[config.mk]
export PLATFORM = sky130hd
export DESIGN_NAME = unidad_control_multiciclo
export DESIGN_NICKNAME = d
export VERILOG_FILES = /design/src/rtl/unidad_control_pkg.sv /design/src/rtl/mem_wait_timer.sv /design/src/rtl/unidad_control_multiciclo.sv
export SDC_FILE = /design/constraint.sdc
export NUM_CORES = 1
export LEC_CHECK = 0
export CAP_MARGIN = 20
export CORE_MARGIN = 3
export CORE_UTILIZATION = 40
export CTS_BUF_LIST = sky130_fd_sc_hd__clkbuf_16
export CTS_CLUSTER_DIAMETER = 120
export CTS_CLUSTER_SIZE = 10
export DETAILED_ROUTE_END_ITERATION = 12
export PLACE_DENSITY = 0.71
export SETUP_SLACK_MARGIN = 0.1
export SYNTH_ARGS = -nofsm -noshare
export SYNTH_HDL_FRONTEND = slang
export SYNTH_SLANG_ARGS = --single-unit
export TNS_END_PERCENT = 100
[constraint.sdc]
create_clock -name clk -period 4.25 [get_ports clk]
set_clock_uncertainty 0.1 [all_clocks]
set_input_delay 1.275 -clock clk [delete_from_list [all_inputs] [get_ports clk]]
set_output_delay 1.275 -clock clk [all_outputs]
set_load 0.01 [all_outputs]
[src/rtl/unidad_control_pkg.sv]
// +----------------------------------------------------------------------+
// | unidad_control_pkg: opcodes, FSM states and ALU codes shared by the  |
// | multicycle MIPS control unit.                       Revision: 1.0    |
// +----------------------------------------------------------------------+
`default_nettype none

package unidad_control_pkg;

  localparam logic [5:0] OP_RTYPE = 6'd0;
  localparam logic [5:0] OP_J     = 6'd2;
  localparam logic [5:0] OP_BEQ   = 6'd4;
  localparam logic [5:0] OP_BNE   = 6'd5;
  localparam logic [5:0] OP_ADDI  = 6'd8;
  localparam logic [5:0] OP_LW    = 6'd35;
  localparam logic [5:0] OP_SW    = 6'd43;

  typedef enum logic [3:0] {
    ST_RST      = 4'd0,
    ST_FETCH    = 4'd1,
    ST_DECODE   = 4'd2,
    ST_MEM_ADDR = 4'd3,
    ST_MEM_RD   = 4'd4,
    ST_MEM_WB   = 4'd5,
    ST_MEM_WR   = 4'd6,
    ST_R_EX     = 4'd7,
    ST_R_WB     = 4'd8,
    ST_BRANCH   = 4'd9,
    ST_JUMP     = 4'd10,
    ST_I_EX     = 4'd11,
    ST_I_WB     = 4'd12
  } state_e;

  localparam logic [1:0] ALU_ADD   = 2'b00;
  localparam logic [1:0] ALU_SUB   = 2'b01;
  localparam logic [1:0] ALU_FUNCT = 2'b10;

endpackage

`default_nettype wire

[src/rtl/mem_wait_timer.sv]
// +----------------------------------------------------------------------+
// | mem_wait_timer: counts memory wait cycles, flags a timeout.          |
// |                                                     Revision: 1.0    |
// +----------------------------------------------------------------------+
`default_nettype none

module mem_wait_timer #(
  parameter int MEM_TIMEOUT = 15
) (
  input  logic clk,
  input  logic rst_n,
  input  logic active,
  input  logic ready,
  input  logic clear,
  output logic timeout
);

  localparam int              CNT_W = (MEM_TIMEOUT > 1) ? $clog2(MEM_TIMEOUT) : 1;
  localparam bit              EN    = (MEM_TIMEOUT > 0);
  localparam logic [CNT_W-1:0] LIMIT = CNT_W'((MEM_TIMEOUT > 0) ? MEM_TIMEOUT - 1 : 0);

  logic [CNT_W-1:0] cnt_q;
  logic [CNT_W-1:0] cnt_d;

  // The current wait cycle is the MEM_TIMEOUT-th one when the count of earlier waits hits LIMIT.
  assign timeout = EN && active && !ready && (cnt_q == LIMIT);

  always_comb begin
    cnt_d = cnt_q + CNT_W'(1);
    if (clear || ready || !active || timeout) begin
      cnt_d = '0;
    end
  end

  always_ff @(posedge clk or negedge rst_n) begin
    if (!rst_n) begin
      cnt_q <= '0;
    end else begin
      cnt_q <= cnt_d;
    end
  end

endmodule

`default_nettype wire

[src/rtl/unidad_control_multiciclo.sv]
// +----------------------------------------------------------------------+
// | unidad_control_multiciclo: multicycle MIPS control FSM with          |
// | variable-latency memory handshake.                  Revision: 1.0    |
// +----------------------------------------------------------------------+
`default_nettype none

module unidad_control_multiciclo
  import unidad_control_pkg::*;
#(
  parameter int ALUOP_W     = 3,
  parameter int MEM_TIMEOUT = 15
) (
  input  logic               clk,
  input  logic               rst_n,
  input  logic [5:0]         opcode,
  input  logic               mem_ready,
  output logic               pc_write,
  output logic               pc_write_cond,
  output logic               iord,
  output logic               mem_read,
  output logic               mem_write,
  output logic               mem_to_reg,
  output logic               ir_write,
  output logic               reg_dst,
  output logic               reg_write,
  output logic               alu_src_a,
  output logic               branch_ne,
  output logic [1:0]         alu_src_b,
  output logic [1:0]         pc_source,
  output logic [ALUOP_W-1:0] alu_op,
  output logic               instr_done,
  output logic               illegal_op,
  output logic               mem_err,
  output logic [3:0]         state
);

  state_e     state_q;
  state_e     state_d;
  logic [5:0] op_q;
  logic [5:0] op_d;
  logic [1:0] alu_sel;
  logic       wait_active;
  logic       timeout;

  assign wait_active = (state_q == ST_FETCH) || (state_q == ST_MEM_RD) ||
                       (state_q == ST_MEM_WR);
  assign alu_op      = ALUOP_W'(alu_sel);
  assign state       = state_q;

  mem_wait_timer #(
    .MEM_TIMEOUT (MEM_TIMEOUT)
  ) u_timer (
    .clk     (clk),
    .rst_n   (rst_n),
    .active  (wait_active),
    .ready   (mem_ready),
    .clear   (state_d != state_q),
    .timeout (timeout)
  );

  always_comb begin
    state_d       = state_q;
    op_d          = op_q;
    alu_sel       = ALU_ADD;
    pc_write      = 1'b0;
    pc_write_cond = 1'b0;
    iord          = 1'b0;
    mem_read      = 1'b0;
    mem_write     = 1'b0;
    mem_to_reg    = 1'b0;
    ir_write      = 1'b0;
    reg_dst       = 1'b0;
    reg_write     = 1'b0;
    alu_src_a     = 1'b0;
    branch_ne     = 1'b0;
    alu_src_b     = 2'b00;
    pc_source     = 2'b00;
    instr_done    = 1'b0;
    illegal_op    = 1'b0;
    mem_err       = 1'b0;

    case (state_q)
      ST_RST: state_d = ST_FETCH;
      ST_FETCH: begin
        mem_read  = 1'b1;
        alu_src_b = 2'b01;
        ir_write  = mem_ready;
        pc_write  = mem_ready;
        if (mem_ready) begin
          state_d = ST_DECODE;
        end else if (timeout) begin
          mem_err = 1'b1;
        end
      end
      ST_DECODE: begin
        alu_src_b = 2'b11;
        op_d      = opcode;
        // Dispatch uses the live opcode; op_q only becomes valid next cycle.
        case (opcode)
          OP_LW, OP_SW:   state_d = ST_MEM_ADDR;
          OP_RTYPE:       state_d = ST_R_EX;
          OP_BEQ, OP_BNE: state_d = ST_BRANCH;
          OP_ADDI:        state_d = ST_I_EX;
          OP_J:           state_d = ST_JUMP;
          default: begin
            illegal_op = 1'b1;
            state_d    = ST_FETCH;
          end
        endcase
      end
      ST_MEM_ADDR: begin
        alu_src_a = 1'b1;
        alu_src_b = 2'b10;
        state_d   = (op_q == OP_LW) ? ST_MEM_RD : ST_MEM_WR;
      end
      ST_MEM_RD: begin
        mem_read = 1'b1;
        iord     = 1'b1;
        if (mem_ready) begin
          state_d = ST_MEM_WB;
        end else if (timeout) begin
          mem_err = 1'b1;
          state_d = ST_FETCH;
        end
      end
      ST_MEM_WB: begin
        reg_write  = 1'b1;
        mem_to_reg = 1'b1;
        instr_done = 1'b1;
        state_d    = ST_FETCH;
      end
      ST_MEM_WR: begin
        mem_write = 1'b1;
        iord      = 1'b1;
        if (mem_ready) begin
          instr_done = 1'b1;
          state_d    = ST_FETCH;
        end else if (timeout) begin
          mem_err = 1'b1;
          state_d = ST_FETCH;
        end
      end
      ST_R_EX: begin
        alu_src_a = 1'b1;
        alu_sel   = ALU_FUNCT;
        state_d   = ST_R_WB;
      end
      ST_R_WB: begin
        reg_write  = 1'b1;
        reg_dst    = 1'b1;
        instr_done = 1'b1;
        state_d    = ST_FETCH;
      end
      ST_BRANCH: begin
        alu_src_a     = 1'b1;
        alu_sel       = ALU_SUB;
        pc_write_cond = 1'b1;
        pc_source     = 2'b01;
        branch_ne     = (op_q == OP_BNE);
        instr_done    = 1'b1;
        state_d       = ST_FETCH;
      end
      ST_JUMP: begin
        pc_write   = 1'b1;
        pc_source  = 2'b10;
        instr_done = 1'b1;
        state_d    = ST_FETCH;
      end
      ST_I_EX: begin
        alu_src_a = 1'b1;
        alu_src_b = 2'b10;
        state_d   = ST_I_WB;
      end
      ST_I_WB: begin
        reg_write  = 1'b1;
        instr_done = 1'b1;
        state_d    = ST_FETCH;
      end
      default: state_d = ST_RST;
    endcase
  end

  always_ff @(posedge clk or negedge rst_n) begin
    if (!rst_n) begin
      state_q <= ST_RST;
      op_q    <= '0;
    end else begin
      state_q <= state_d;
      op_q    <= op_d;
    end
  end

endmodule

`default_nettype wire

Yosys cells after proc, flatten, opt, wreduce, memory -nomap -nowiden
Index checks and enable logic that the tools add are counted.
- flip-flop bits (word level): 14
- input bits: 9
- output and inout bits: 25
- logic and storage cells: 77
- $add $sub $neg: 1
- eq/ne operators: 22
- muxes and demuxes: 29
- reduce and logical (&&, ||, !) cells: 22
- operators by type and width (kind ; count):
    $pmux 4 s8 ; 1
    $eq 4x4->1 const B ; 6
    $mux 4 ; 5
    $pmux 4 s5 ; 1
    $eq 6x3->1 const B ; 3
    $eq 6x6->1 const B ; 3
    $eq 4x3->1 const B ; 4
    $mux 1 ; 16
    $reduce_or 2->1 ; 5
    $eq 4x2->1 const B ; 2
    $pmux 2 s2 ; 2
    $reduce_or 7->1 ; 1
    $eq 6x2->1 const B ; 1
    $eq 6x4->1 const B ; 1
    $logic_not 6->1 ; 1
    $pmux 2 s3 ; 1
    $reduce_or 3->1 ; 2
    $reduce_or 6->1 ; 1
    $logic_or 1x1->1 ; 5
    $reduce_or 5->1 ; 1
    $add 4x1->4 const B ; 1
    $eq 4x1->1 const B ; 1
    $logic_not 4->1 ; 1
    $ne 4x4->1 ; 1
    5 further kinds ; 8

Depth between registers and ports, before layout
- depth after elaboration: 13
- mapped depth: 5
- gate-level depth less buffers: 5

Cells and area by module
A second synthesis with hierarchy kept.
- cells, all modules: 127
- area, all modules: 1093.5 um2
- by module, submodules not included (module ; times used ; cells an instance ; area each (um2) ; sequential area each (um2)):
    unidad_control_multiciclo ; 1 ; 109 ; 900.9 ; 250.2
    mem_wait_timer ; 1 ; 18 ; 192.7 ; 100.1

Worst setup path before layout
OpenSTA, ideal clock, no wires.
- path type: input to output
- start point: input port opcode[1]
- end point: output port illegal_op
- arrival time: 2.037 ns
- required time: 2.875 ns
- setup slack: 0.838 ns
- stages on the path: 5
- buffers on the path: 1
- cell sequence: clkbuf_1 > nor2b_1 > nor2_1 > o211ai_1 > a21boi_0
- cells in the longest elaborated chain, start to end: 4
- elaborated cells between the ends (all ways): 10
- those cells by class: 6 x eq/ne; 2 x mux; 2 x reduce/logical
- ends and longest elaborated chain (element ; line ; RTL):
    from (decl) ; unidad_control_multiciclo.sv:15 ; input logic [5:0] opcode,
    $eq 6x2->1, or another cell as far along ; unidad_control_multiciclo.sv:99 ; case (opcode)
    $reduce_or 7->1 (no line) * ; -- ;
    $mux 1 * ; unidad_control_multiciclo.sv:99 ;
    $mux 1 * ; unidad_control_multiciclo.sv:82 ; case (state_q)
    to (decl) ; unidad_control_multiciclo.sv:32 ; output logic illegal_op,
Every way passes the cells marked *; elsewhere a longest branch is shown, timed or not.

Worst setup path in the final report
- start point: input port mem_ready
- end point: output port pc_write
- cells in the longest elaborated chain, start to end: 1
- ends and longest elaborated chain (element ; line ; RTL):
    from (decl) ; unidad_control_multiciclo.sv:16 ; input logic mem_ready,
    $pmux 1 s2 ; unidad_control_multiciclo.sv:82 ;
    to (decl) ; unidad_control_multiciclo.sv:17 ; output logic pc_write,
No other way between the ends.

==> results.toml <==
[run_status]
status = "finished, final reports clean"

[synth]
yosysUniqueCellTypes = 36
synth_async_sr_flop_share_pct = 100
postSynthNetCount = 126
syn-cell-area_sq_um = 983
synth_warnings = 0
syn-mean-instance-area_sq_um = 8.55
ys_seq_area_share_pct = 35.6
synth_instances = 115
post_synth_top_flop = "sky130_fd_sc_hd__dfrtp_1"
synth.ff_latch_count = 14
synth-edff-count = 0

[grt]
vias_in_the_first_global_route = 918
grt_start_max_net_pins = 18
grt_use_total_pct = 15.9
grt_first_pass_wirelength_mm = 4.11
antenna_violations_before_repair = 0
grt_overflow = 0

[detailed_routing]
vias_per_cell = 5.45
detail_route.iter0.violations = 13
wirelength_mm = 2.39
postRouteAntennaNets = 0
routedWlPerCell_um = 13.6
detailedRoute.firstPassIterationCount = 5
vias = 959
route.detailed.drc = 0

[cts]
postCtsSetupBuffers = 0
max-clock-path-buffers = 2
ctsHoldBuffers = 0
cts_max_level = 1
clk_pin_slew_worst_paths_ns = 0.04
tritoncts_num_sinks = 14
cts_made_buffers = 3
worstSkewPairLatency_ns = 0.24
cts_root_buffer = "sky130_fd_sc_hd__clkbuf_16"
tritoncts = "yes"

[min_path]
min_path_type = "reg2reg"

[worst_setup_path]
critPathCaptureType = "primary output"
path_type_of_the_worst_setup_path = "in2out"
crit_required_ns = 2.87
critical_path.max_fanout = 6
timing.critical_path.cells = "clkdlybuf4s50_1 -> nand3_1 -> o21ai_0 -> clkdlybuf4s50_1"
r2r_setup_slack_ns = 2.27
critical-path-max-stage-delay_ns = 0.58
cpMostUsedCell = "sky130_fd_sc_hd__clkdlybuf4s50_1"
slowest_stage = "sky130_fd_sc_hd__clkdlybuf4s50_1"
critPathArrivalTime_ns = 2.70
critPathLaunchType = "primary input"

[sta]
maxSlewHeadroom_pct = 58.2
fin_crit_sh_pct = 95.8
setup_viol = 0
setup_tns_ns = 0
grt_setup_unrepaired = "yes"
max_slew.worst_pin.slew_ns = 0.625
min_period_ns = 4.07
timing.fmax_mhz = 246
hold_slack_ns = 0.392
maxSlewViolCount = 0
report.final.hold_viol_count = 0

[finish]
areaGrowthSynthToFinish_pct = 43.5
post-route-cell-area_sq_um = 1410
leading_cell_type_in_the_layout_fill_and_taps_excluded = "sky130_fd_sc_hd__clkdlybuf4s50_1"
top_library_cells_by_usage_in_the_layout_fill_and_taps_aside = "sky130_fd_sc_hd__clkdlybuf4s50_1, sky130_fd_sc_hd__nor2_1, sky130_fd_sc_hd__dfrtp_1"
layout-drive-gt1-share_pct = 10.8
num-fill-cells = 211
antennaDiodeCount = 0
design.final.nets = 160

[floorplanning]
floorplan.die_area_sq_um = 3090
die_w_um = 55.6
fp.coreArea_sq_um = 2280
floorplan.die.height_um = 55.6
start_util_pct = 43.2
placement_rows = 17
ports = 34

[power]
power.density_nw_per_um2 = 592
vdd_ir_drop_max_mv = 0.323
leakagePower_nw = 0.593
finalPower_uw = 836

[place]
place_area_sq_um = 1330
dp.final_hpwl_mm = 1.85
port-buffer-count = 32
place_congestion = 0.766

[flow_run]
max_cap_violations = 0
-- Yosys cell counts (2+ instances only) --
cell type | instances | share of area [%]
sky130_fd_sc_hd__a21boi_0 | 2 | 1.5
sky130_fd_sc_hd__nand4b_1 | 2 | 1.8
sky130_fd_sc_hd__dfrtp_1 | 14 | 36
sky130_fd_sc_hd__a21oi_1 | 5 | 2.5
sky130_fd_sc_hd__nand2_1 | 5 | 1.9
sky130_fd_sc_hd__mux2_2 | 6 | 6.9
sky130_fd_sc_hd__nor2b_1 | 4 | 2.5
sky130_fd_sc_hd__ha_1 | 2 | 2.5
sky130_fd_sc_hd__o21ai_0 | 7 | 3.6
sky130_fd_sc_hd__buf_4 | 3 | 2.3
sky130_fd_sc_hd__nor3_1 | 3 | 1.5
sky130_fd_sc_hd__a31oi_1 | 4 | 2.5
sky130_fd_sc_hd__nor2_1 | 18 | 6.9
sky130_fd_sc_hd__nand3_1 | 4 | 2.0
sky130_fd_sc_hd__nand4_1 | 3 | 1.9
sky130_fd_sc_hd__xnor2_1 | 2 | 1.8
sky130_fd_sc_hd__nor4b_1 | 2 | 1.8
sky130_fd_sc_hd__inv_1 | 5 | 1.9
sky130_fd_sc_hd__clkbuf_1 | 4 | 1.5
sky130_fd_sc_hd__nand2b_1 | 4 | 2.5
-- critical path: cells and delay by family --
kind / cells / cell delay, ns
AOI/OAI and AO/OA: 1 / 0.11
and+or+nand+nor: 1 / 0.16
buffers and inverters: 2 / 1.15
-- area by class of cell --
| type | count | area [sq um] | share of cell area (%) |
|---|---|---|---|
| Timing Repair Buffer | 37 | 357 | 25.3 |
| Clock inverter | 1 | 3.75 | 0.266 |
| Clock buffer | 3 | 75.1 | 5.32 |
| Tap cell | 28 | 35.0 | 2.48 |
| Inverter | 5 | 18.8 | 1.33 |
| Multi-Input combinational cell | 88 | 572 | 40.5 |
| Sequential cell | 14 | 350 | 24.8 |
-- state kept, by name, indices dropped and copies added (netlist names) --
register       flops
op_q               6
u_timer.cnt_q      4
state              4
-- where the power goes --
group / switching, mW / total [mW] / internal, mW
sequential: 0.0825 / 0.266 / 0.183
combinational: 0.171 / 0.393 / 0.222
clock: 0.0526 / 0.177 / 0.124
total: 0.306 / 0.836 / 0.530
-- what timing repair did --
item                       in CTS  in global routing
setup endpoints to repair       1                  1
gates resized for setup         1                  0
hold endpoints to repair        0                  0
-- stage by stage --
stage | setup slack (ns) | instances | util, %
finish | 0.179 | 176 | 62.0
global route | 0.0976 | 176 | 62.0
CTS | 0.178 | 176 | 62.0
detailed placement | 0.0343 | 172 | 58.6
global placement | 0.0649 | 172 | 58.6
floorplan | 0.838 | 115 | -
-- final timing paths --
| check | from | to | cells after the start |
|---|---|---|---|
| min in group asynchronous | rst_n | op_q[0]$_DFFE_PN0P_ | 1 |
| hold / removal | u_timer.cnt_q[0]$_DFF_PN0_ | u_timer.cnt_q[0]$_DFF_PN0_ | 1 |
| setup / recovery | mem_ready | pc_write | 4 |
| hold reg to reg | u_timer.cnt_q[0]$_DFF_PN0_ | u_timer.cnt_q[0]$_DFF_PN0_ | 1 |
| max in group asynchronous | rst_n | op_q[3]$_DFFE_PN0P_ | 1 |
| setup reg to reg | state[0]$_DFF_PN0_ | state[1]$_DFF_PN0_ | 4 |
-- routing by layer --
layer	wire length [um]	vias up	GRT usage [%]
met1	1100	440	21.9
li1	-	475	-
met4	17	0	3.13
met2	1090	40	26.4
met3	176	4	2.55
met5	0	-	0
-- cell families (layout without fill, tap and decap cells) --
family,Yosys count,count (layout),synth area share [%]
xor gates and xnor gates,3,3,2.67
muxes,7,7,7.89
other,1,1,0.381
AOI/OAI and AO/OA,23,23,14.6
and+or+nand+nor,52,52,30.0
DFF,14,14,35.6
adders and majority gates,2,2,2.54
buffers and inverters,13,46,6.23
Power figures use the tool's default switching activity.
